`config.mk`:
```
export PLATFORM = sky130hd
export DESIGN_NAME = multicycle_ctrl
export DESIGN_NICKNAME = d
export VERILOG_FILES = /design/src/rtl/multicycle_ctrl.sv
export SDC_FILE = /design/constraint.sdc
export NUM_CORES = 1
export LEC_CHECK = 0
export ABC_AREA = 1
export CAP_MARGIN = 20
export CORE_ASPECT_RATIO = 0.6
export CORE_MARGIN = 2
export CORE_UTILIZATION = 49
export DETAILED_ROUTE_END_ITERATION = 6
export HOLD_SLACK_MARGIN = 0.06
export PLACE_DENSITY = 0.89
export SLEW_MARGIN = 40
export SYNTH_ARGS = -nofsm -noshare
export SYNTH_HDL_FRONTEND = slang
export SYNTH_SLANG_ARGS = --single-unit
```
`constraint.sdc`:
```
create_clock -name clk_i -period 1.6 [get_ports clk_i]
set_input_delay 0.32 -clock clk_i [delete_from_list [all_inputs] [get_ports clk_i]]
set_output_delay 0.32 -clock clk_i [all_outputs]
set_load 0.02 [all_outputs]
```
`src/rtl/multicycle_ctrl.sv`:
```
// Multi-cycle control FSM for the single-issue MIPS subset core (R-type, addi, slti, beq).
// Sequences fetch/decode/execute/write-back, traps on illegal opcodes and fetch timeouts.
module multicycle_ctrl #(
  parameter int unsigned FETCH_TIMEOUT = 16,
  parameter int unsigned CNT_W         = 16
) (
  input  logic             clk_i,
  input  logic             rst_i,
  input  logic             halt_i,
  input  logic [5:0]       instr_op_i,
  input  logic             imem_ack_i,
  output logic             imem_req_o,
  output logic             ir_write_o,
  output logic             pc_write_o,
  output logic             reg_write_o,
  output logic [2:0]       alu_op_o,
  output logic             alu_src_o,
  output logic             reg_dst_o,
  output logic             branch_o,
  output logic             busy_o,
  output logic [1:0]       fault_o,
  output logic [CNT_W-1:0] retired_o
);

  localparam int unsigned TW = (FETCH_TIMEOUT > 2) ? $clog2(FETCH_TIMEOUT) : 1;
  localparam logic [TW-1:0] TO_LAST = TW'(FETCH_TIMEOUT - 1);

  localparam logic [5:0] OP_RTYPE = 6'b000000;
  localparam logic [5:0] OP_ADDI  = 6'b001000;
  localparam logic [5:0] OP_SLTI  = 6'b001010;
  localparam logic [5:0] OP_BEQ   = 6'b000100;

  typedef enum logic [2:0] {
    S_IDLE,
    S_FETCH,
    S_DECODE,
    S_EXEC,
    S_WB,
    S_TRAP
  } state_t;

  typedef enum logic [1:0] {
    F_NONE    = 2'b00,
    F_ILLEGAL = 2'b01,
    F_TIMEOUT = 2'b10
  } fault_t;

  state_t           state_q, state_d;
  fault_t           fault_q, fault_d;
  logic [5:0]       op_q;
  logic [TW-1:0]    to_cnt_q;
  logic [CNT_W-1:0] retired_q;
  logic             retire;

  // Next-state, handshake and write strobes.
  always_comb begin
    state_d     = state_q;
    fault_d     = fault_q;
    retire      = 1'b0;
    imem_req_o  = 1'b0;
    ir_write_o  = 1'b0;
    pc_write_o  = 1'b0;
    reg_write_o = 1'b0;
    case (state_q)
      S_IDLE: begin
        if (!halt_i) state_d = S_FETCH;
      end
      S_FETCH: begin
        imem_req_o = 1'b1;
        ir_write_o = imem_ack_i;
        // An ack on the threshold cycle still wins over the timeout.
        if (imem_ack_i) begin
          state_d = S_DECODE;
        end else if (to_cnt_q == TO_LAST) begin
          state_d = S_TRAP;
          fault_d = F_TIMEOUT;
        end
      end
      S_DECODE: begin
        case (instr_op_i)
          OP_RTYPE, OP_ADDI, OP_SLTI, OP_BEQ: state_d = S_EXEC;
          default: begin
            state_d = S_TRAP;
            fault_d = F_ILLEGAL;
          end
        endcase
      end
      S_EXEC: begin
        if (op_q == OP_BEQ) begin
          pc_write_o = 1'b1;
          retire     = 1'b1;
          state_d    = halt_i ? S_IDLE : S_FETCH;
        end else begin
          state_d = S_WB;
        end
      end
      S_WB: begin
        reg_write_o = 1'b1;
        pc_write_o  = 1'b1;
        retire      = 1'b1;
        state_d     = halt_i ? S_IDLE : S_FETCH;
      end
      S_TRAP: begin
        state_d = S_TRAP;
      end
      default: begin
        state_d = S_IDLE;
      end
    endcase
  end

  // Datapath controls decoded from the latched opcode, live only in EXEC and WB.
  always_comb begin
    alu_op_o  = '0;
    alu_src_o = 1'b0;
    reg_dst_o = 1'b0;
    branch_o  = 1'b0;
    if (state_q == S_EXEC || state_q == S_WB) begin
      case (op_q)
        OP_RTYPE: begin
          alu_op_o  = 3'b100;
          reg_dst_o = 1'b1;
        end
        OP_ADDI: begin
          alu_op_o  = 3'b000;
          alu_src_o = 1'b1;
        end
        OP_SLTI: begin
          alu_op_o  = 3'b010;
          alu_src_o = 1'b1;
        end
        OP_BEQ: begin
          alu_op_o = 3'b001;
          branch_o = 1'b1;
        end
        default: begin
          alu_op_o = '0;
        end
      endcase
    end
  end

  always_ff @(posedge clk_i) begin
    if (rst_i) begin
      state_q   <= S_IDLE;
      fault_q   <= F_NONE;
      op_q      <= '0;
      to_cnt_q  <= '0;
      retired_q <= '0;
    end else begin
      state_q <= state_d;
      fault_q <= fault_d;
      if (state_q == S_DECODE) op_q <= instr_op_i;
      // Counter runs only while in FETCH, so it is zero on every entry.
      to_cnt_q <= (state_q == S_FETCH) ? to_cnt_q + TW'(1) : '0;
      if (retire) retired_q <= retired_q + CNT_W'(1);
    end
  end

  assign busy_o    = (state_q != S_IDLE) && (state_q != S_TRAP);
  assign fault_o   = fault_q;
  assign retired_o = retired_q;

endmodule

```
==> flow_metrics.tcl, run 1 <==
set metrics [dict create \
    fill_cells 250 \
    seq_power_share_pct 39.7 \
    startpoint "op_q[1]" \
    area_growth_pct 46.0 \
    ys_warn_count 0 \
    reg2reg_to "retired_o[1]" \
    end_kind "output port" \
    cp_common_cell "nand2_1" \
    rows 16 \
    period_share_pct 104 \
    cp_max_fo 3 \
    cts_sinks 31 \
    min_path_type "reg -> reg" \
    p_int_uw 1510 \
    synthTopCellsByArea "dfxtp_1 37%, nand2_1 14%, nor2_1 9.5%" \
    power_uw 2100 \
    layout.cells.non_filler 372 \
    finalSetupViolCount 3 \
    pin_count 39 \
    synth_edf_count 0 \
    setup_ws_ps -62.8 \
    final_layout_size_suffix_gt1_share_pct 24.2 \
    numPortBuffers 38 \
    fin_setup_tns_ps -147 \
    period_needed_ps 1660 \
    drtIter0Drc 169 \
    max_freq_mhz 601 \
    yosysMostFrequentCell "nand2_1" \
    first_global_vias 1793 \
    initial_utilization_pct 51.4 \
    p_comb_share_pct 21.8 \
    die_y_um 49.2 \
    switching_share_pct 28.1 \
    viasPerCell 5.39 \
    clock_skew_ps 6.43 \
    yosysTopAreaCell "dfxtp_1" \
    power_density_nw_per_um2 862 \
    irDropWorstVdd_v 0.000559 \
    multi_input_area_um2 951 \
    synth_top_cell_area_share_pct 37.3 \
    critical_path_class "reg -> out" \
    grt_max_degree 17 \
    grt_usage_pct 25.7 \
    ff_latch_area_um2 626 \
    core_um2 3240 \
    status "finished, violations left" \
    yosysUniqueCellTypes 25 \
    whs_ps 446 \
    hold_end "to_cnt_q[0]" \
    dp.cells 363 \
    p_switching_uw 588 \
    hold_path_depth 1 \
    violations "setup timing" \
    cp-start-kind "flip-flop" \
    detail_route.wl_per_cell_um 13.4 \
    htree_levels 2 \
    cts_tree "built" \
    routed_wl_um 4980 \
    worstMarginPinSlew_ps 297 \
    critical_path.top_delay_family "simple AND/OR/NAND/NOR gates" \
    yosysSeqAreaShare_pct 37.3 \
    syn_nets 272 \
    hold_viol 0 \
    die-area_um2 3900 \
    syn_avg_cell_area_um2 6.41 \
    fin_nets 338 \
    critPathSlowestCell "dfxtp_1" \
    yosys-top-cells-count "63 x nand2_1, 42 x nor2_1, 37 x inv_1" \
    p_leak_uw 0.00112 \
    drc 0 \
    worstSkewPairLatency_ps 280 \
    r2r_slack_ps 120 \
    overflow 0 \
    syn_area_um2 1670 \
    clockBufferDepth 2 \
    relSlewSlack_pct 80.1 \
    path_cells "inv_2 -> nand2_1 -> nor2_2 -> nand2_1 -> nor3_1 -> buf_2" \
    path_clk_slew_ps 70 \
    grt_pass1_wl_um 7810 \
    fp.dieW_um 79.3 \
    async_flop_share_pct 0 \
    drtAntennaViolNets 0 \
    numCtsBuffers 5 \
    crit-reg2reg-launch "op_q[2]" \
    diodes 0 \
    drv_cap 0 \
    critPathMaxStageDelay_ps 330 \
    vias 2005 \
    syn_inst 260 \
    min_from "to_cnt_q[0]" \
    clockPowerShare_pct 38.5 \
    drtPass1Iterations 5 \
    antenna_found_initial 0 \
    worstRegToRegCells 9 \
    crit_required_ps 1280 \
    synth_flop_cell "dfxtp_1" \
    arrival_ps 1340 \
    crit_buf_inv 2 \
    grt_setup_unrepaired "true" \
    globalplace.congestion 0.892 \
    maxSlewViolCount 0 \
    cts_root_buf "clkbuf_8" \
    synth-seq-cells 31 \
    hpwl_um 3320 \
]
## final cells by class
class                   count  area share [%]
inverters                  38            5.97
multi-input cells         185            39.1
well taps                  45            2.32
clock buffers               6            3.40
repair buffers             65            22.0
clock inverters             2            1.44
flip-flops and latches     31            25.7
## flip-flops by register name (all words and copies together), names as in the netlist
signal     count
retired_o     16
op_q           6
to_cnt_q       4
state_q        3
fault_o        2
## timing repair
| action | in CTS | in global routing |
|---|---|---|
| pin swaps | 4 | 5 |
| endpoints found under the setup margin | 24 | 19 |
| hold buffers | 0 | 0 |
| gates resized for setup | 73 | 30 |
| buffers inserted | 0 | 1 |
## logic make-up (layout without fill, tap and decap cells)
family | count (synthesis) | in the layout | share of synthesized area [%]
compound gates | 35 | 35 | 11.0
xor+xnor | 3 | 3 | 1.58
fa+ha+maj | 2 | 2 | 1.50
buf+inv | 44 | 111 | 11.1
flops | 31 | 31 | 37.3
simple gates | 145 | 145 | 37.6
## per-stage QoR
step	area [µm²]	setup slack (ps)	utilization, %
floorplan	1670	8.33	-
global placement	2260	-217	69.7
detailed placement	2260	-252	69.7
CTS	2350	-43.3	72.6
global route	2430	-136	75.0
finish	2430	-62.8	75.0
## power groups by stage
stage / Sequential [µW] / Combinational [µW] / Clock [µW]
2_1_floorplan: 850 / 199 / 0
3_3_place_gp: 841 / 391 / 0
3_5_place_dp: 843 / 405 / 0
4_1_cts: 828 / 405 / 818
5_1_grt: 834 / 497 / 858
6_report: 832 / 456 / 806
## layer usage
metal	track usage (%)	vias up	wire (µm)
met4	12.9	0	123
met5	0	-	0
li1	-	958	-
met3	6.67	19	414
met1	34.4	926	2180
met2	38.4	102	2260
## worst max path at each step
| stage | end | cells after the start |
|---|---|---|
| 4_1_cts | alu_op_o[1] | 6 |
| 6_report | alu_op_o[2] | 6 |
| 2_1_floorplan | alu_op_o[0] | 6 |
| 3_5_place_dp | ir_write_o | 4 |
| 5_1_grt | alu_op_o[1] | 6 |
| 3_3_place_gp | ir_write_o | 4 |
## placed cells by master (no fill, tap or decap), types with 2 or more instances in the layout
cell type,count
a21oi_1,19
buf_2,4
buf_4,33
clkbuf_8,6
clkdlybuf4s50_1,13
dfxtp_1,27
dfxtp_2,4
dlygate4sd2_1,13
ha_1,2
inv_1,31
inv_2,5
nand2_1,59
nand2_2,5
nand2_4,2
nand3_1,15
nand3_2,4
nand4_1,6
nor2_1,36
nor2_2,6
nor3_1,5
nor3b_2,2
o21ai_0,12
xor2_1,2
Note: power is estimated with default switching activity, not from simulation.
==> run 2: changes to the inputs <==
--- a/config.mk
+++ b/config.mk
@@ -13,6 +13,8 @@
 export DETAILED_ROUTE_END_ITERATION = 6
 export HOLD_SLACK_MARGIN = 0.06
 export PLACE_DENSITY = 0.89
+export SETUP_SLACK_MARGIN = 0.3
+export SKIP_CTS_REPAIR_TIMING = 1
 export SLEW_MARGIN = 40
 export SYNTH_ARGS = -nofsm -noshare
 export SYNTH_HDL_FRONTEND = slang
==> run 2 against run 1 <==
  * The flow still finishes with violations (setup timing)
  * Non-clock buffer count rose by 5
  * Sequential power rose by 2%
  * Die area did not move
  * Final cell count rose by 1.6%
  * Clock-buffer cell count rose by 2
  * Final area rose by 21%
  * Critical path type unchanged
==> flow_metrics.tcl, run 2 (synthesized netlist as in run 1, its figures left out) <==
set metrics [dict create \
    max_freq_mhz 592 \
    grt_usage_pct 24.1 \
    critPathMaxStageDelay_ps 370 \
    initial_utilization_pct 51.4 \
    hold_viol 0 \
    wl_met3_um 1090 \
    p_leak_uw 0.00142 \
    irDropWorstVdd_v 0.00114 \
    routed_wl_um 8170 \
    core_um2 3240 \
    wl_met2_um 3480 \
    layout_common_cells "47 x nand2_1, 27 x nor2_1, 24 x buf_4" \
    cts_root_buf "clkbuf_8" \
    drtIter0Drc 446 \
    die-area_um2 3900 \
    path_clk_slew_ps 70 \
    overflow 0 \
    cp_max_fo 3 \
    clock_skew_ps 20.2 \
    grt_setup_unrepaired "true" \
    violations "setup timing" \
    largest_reg_flops 16 \
    path_cells "nor2_4 -> nand2_2 -> nand2_4 -> inv_4 -> nor4_4 -> buf_4" \
    first_global_vias 1728 \
    drv_cap 0 \
    drtPass1Iterations 5 \
    setup_ws_ps -88.7 \
    rows 16 \
    htree_levels 2 \
    critPathSlowestCell "dfxtp_4" \
    numCtsBuffers 5 \
    drc 0 \
    detail_route.wl_per_cell_um 21.6 \
    top_layer_used "met4" \
    finalSetupViolCount 8 \
    arrival_ps 1370 \
    status "finished, violations left" \
    worstSkewPairLatency_ps 300 \
    worstMarginPinSlew_ps 298 \
    grt_max_degree 17 \
    crit_required_ps 1280 \
    pre_cts_slack_ps -236 \
    antenna_found_initial 1 \
    pin_count 39 \
    cp-start-kind "flip-flop" \
    grt_pass1_wl_um 7410 \
    clockBufferDepth 2 \
    critical_path_class "reg -> out" \
    final_common_cell "nand2_1" \
    fin_nets 344 \
    diodes 0 \
    drtAntennaViolNets 0 \
    period_share_pct 106 \
    fin_setup_tns_ps -395 \
    power_density_nw_per_um2 759 \
    fp.dieW_um 79.3 \
    area_growth_pct 76.7 \
    relSlewSlack_pct 80.0 \
    hpwl_um 3310 \
    globalplace.congestion 0.903 \
    vias 2404 \
    end_kind "output port" \
    final_layout_size_suffix_gt1_share_pct 44.1 \
    die_y_um 49.2 \
    cts_tree "built" \
    viasPerCell 6.36 \
    period_needed_ps 1690 \
    wl_met1_um 2970 \
    numPortBuffers 38 \
    maxSlewViolCount 0 \
    cts_sinks 31 \
    min_path_type "in -> reg" \
]
-- run 2: changes by cell type in the layout (fill, tap and decap cells not counted), sizes merged --
cell,previous run,this run
buf,38,42
bufinv,1,0
dlygate4sd2,13,0
nand2,66,67
clkbuf,6,10
dlymetal6s2s,1,18
clkdlybuf4s50,13,8
clkinv,2,1
-- run 2: power by group --
part	switching, µW	internal, µW	leakage (µW)
logic	380	282	0.00111
registers	46.4	801	0.000261
clock network	330	393	0.0000515
total	756	1480	0.00142
-- run 2: routing by layer --
layer | vias up | global-route usage [%]
li1 | 977 | -
met3 | 90 | 4.63
met1 | 1089 | 33.9
met4 | 0 | 7.47
met2 | 248 | 37.6
met5 | - | 0
-- run 2: cell type report --
class | count | area [µm²]
tap | 45 | 56.3
sequential | 31 | 659
inverter | 38 | 153
clock buffer | 8 | 100
fill | 118 | 300
timing repair buffer | 70 | 722
multi-input combinational | 186 | 1250
-- run 2: worst paths after layout --
path	end	slack (ps)	startpoint	depth (start not counted)
worst max register to register	retired_o[9]	60	op_q[2]	10
worst max-delay path	alu_op_o[1]	-90	state_q[1]	6
worst min register to register	to_cnt_q[0]	450	to_cnt_q[0]	1
worst min-delay path	op_q[4]	400	instr_op_i[4]	3
-- run 2: critical path: cells and delay by family, from the launching register on --
family / cells / cell delay (ps)
buffers and inverters: 2 / 250
flip-flops: 1 / 370
AND/OR/NAND/NOR: 4 / 450
-- run 2: through the flow --
step | hold slack [ps] | cell area (µm²) | std cells | utilization (%) | total power [µW]
3_3_place_gp | 431 | 2320 | 362 | 71.6 | 1250
2_1_floorplan | 418 | 1750 | 260 | - | 1070
3_5_place_dp | 441 | 2320 | 362 | 71.6 | 1270
6_report | 399 | 2940 | 378 | 90.7 | 2230
5_1_grt | 431 | 2940 | 378 | 90.7 | 2280
4_1_cts | 452 | 2420 | 370 | 74.7 | 1940
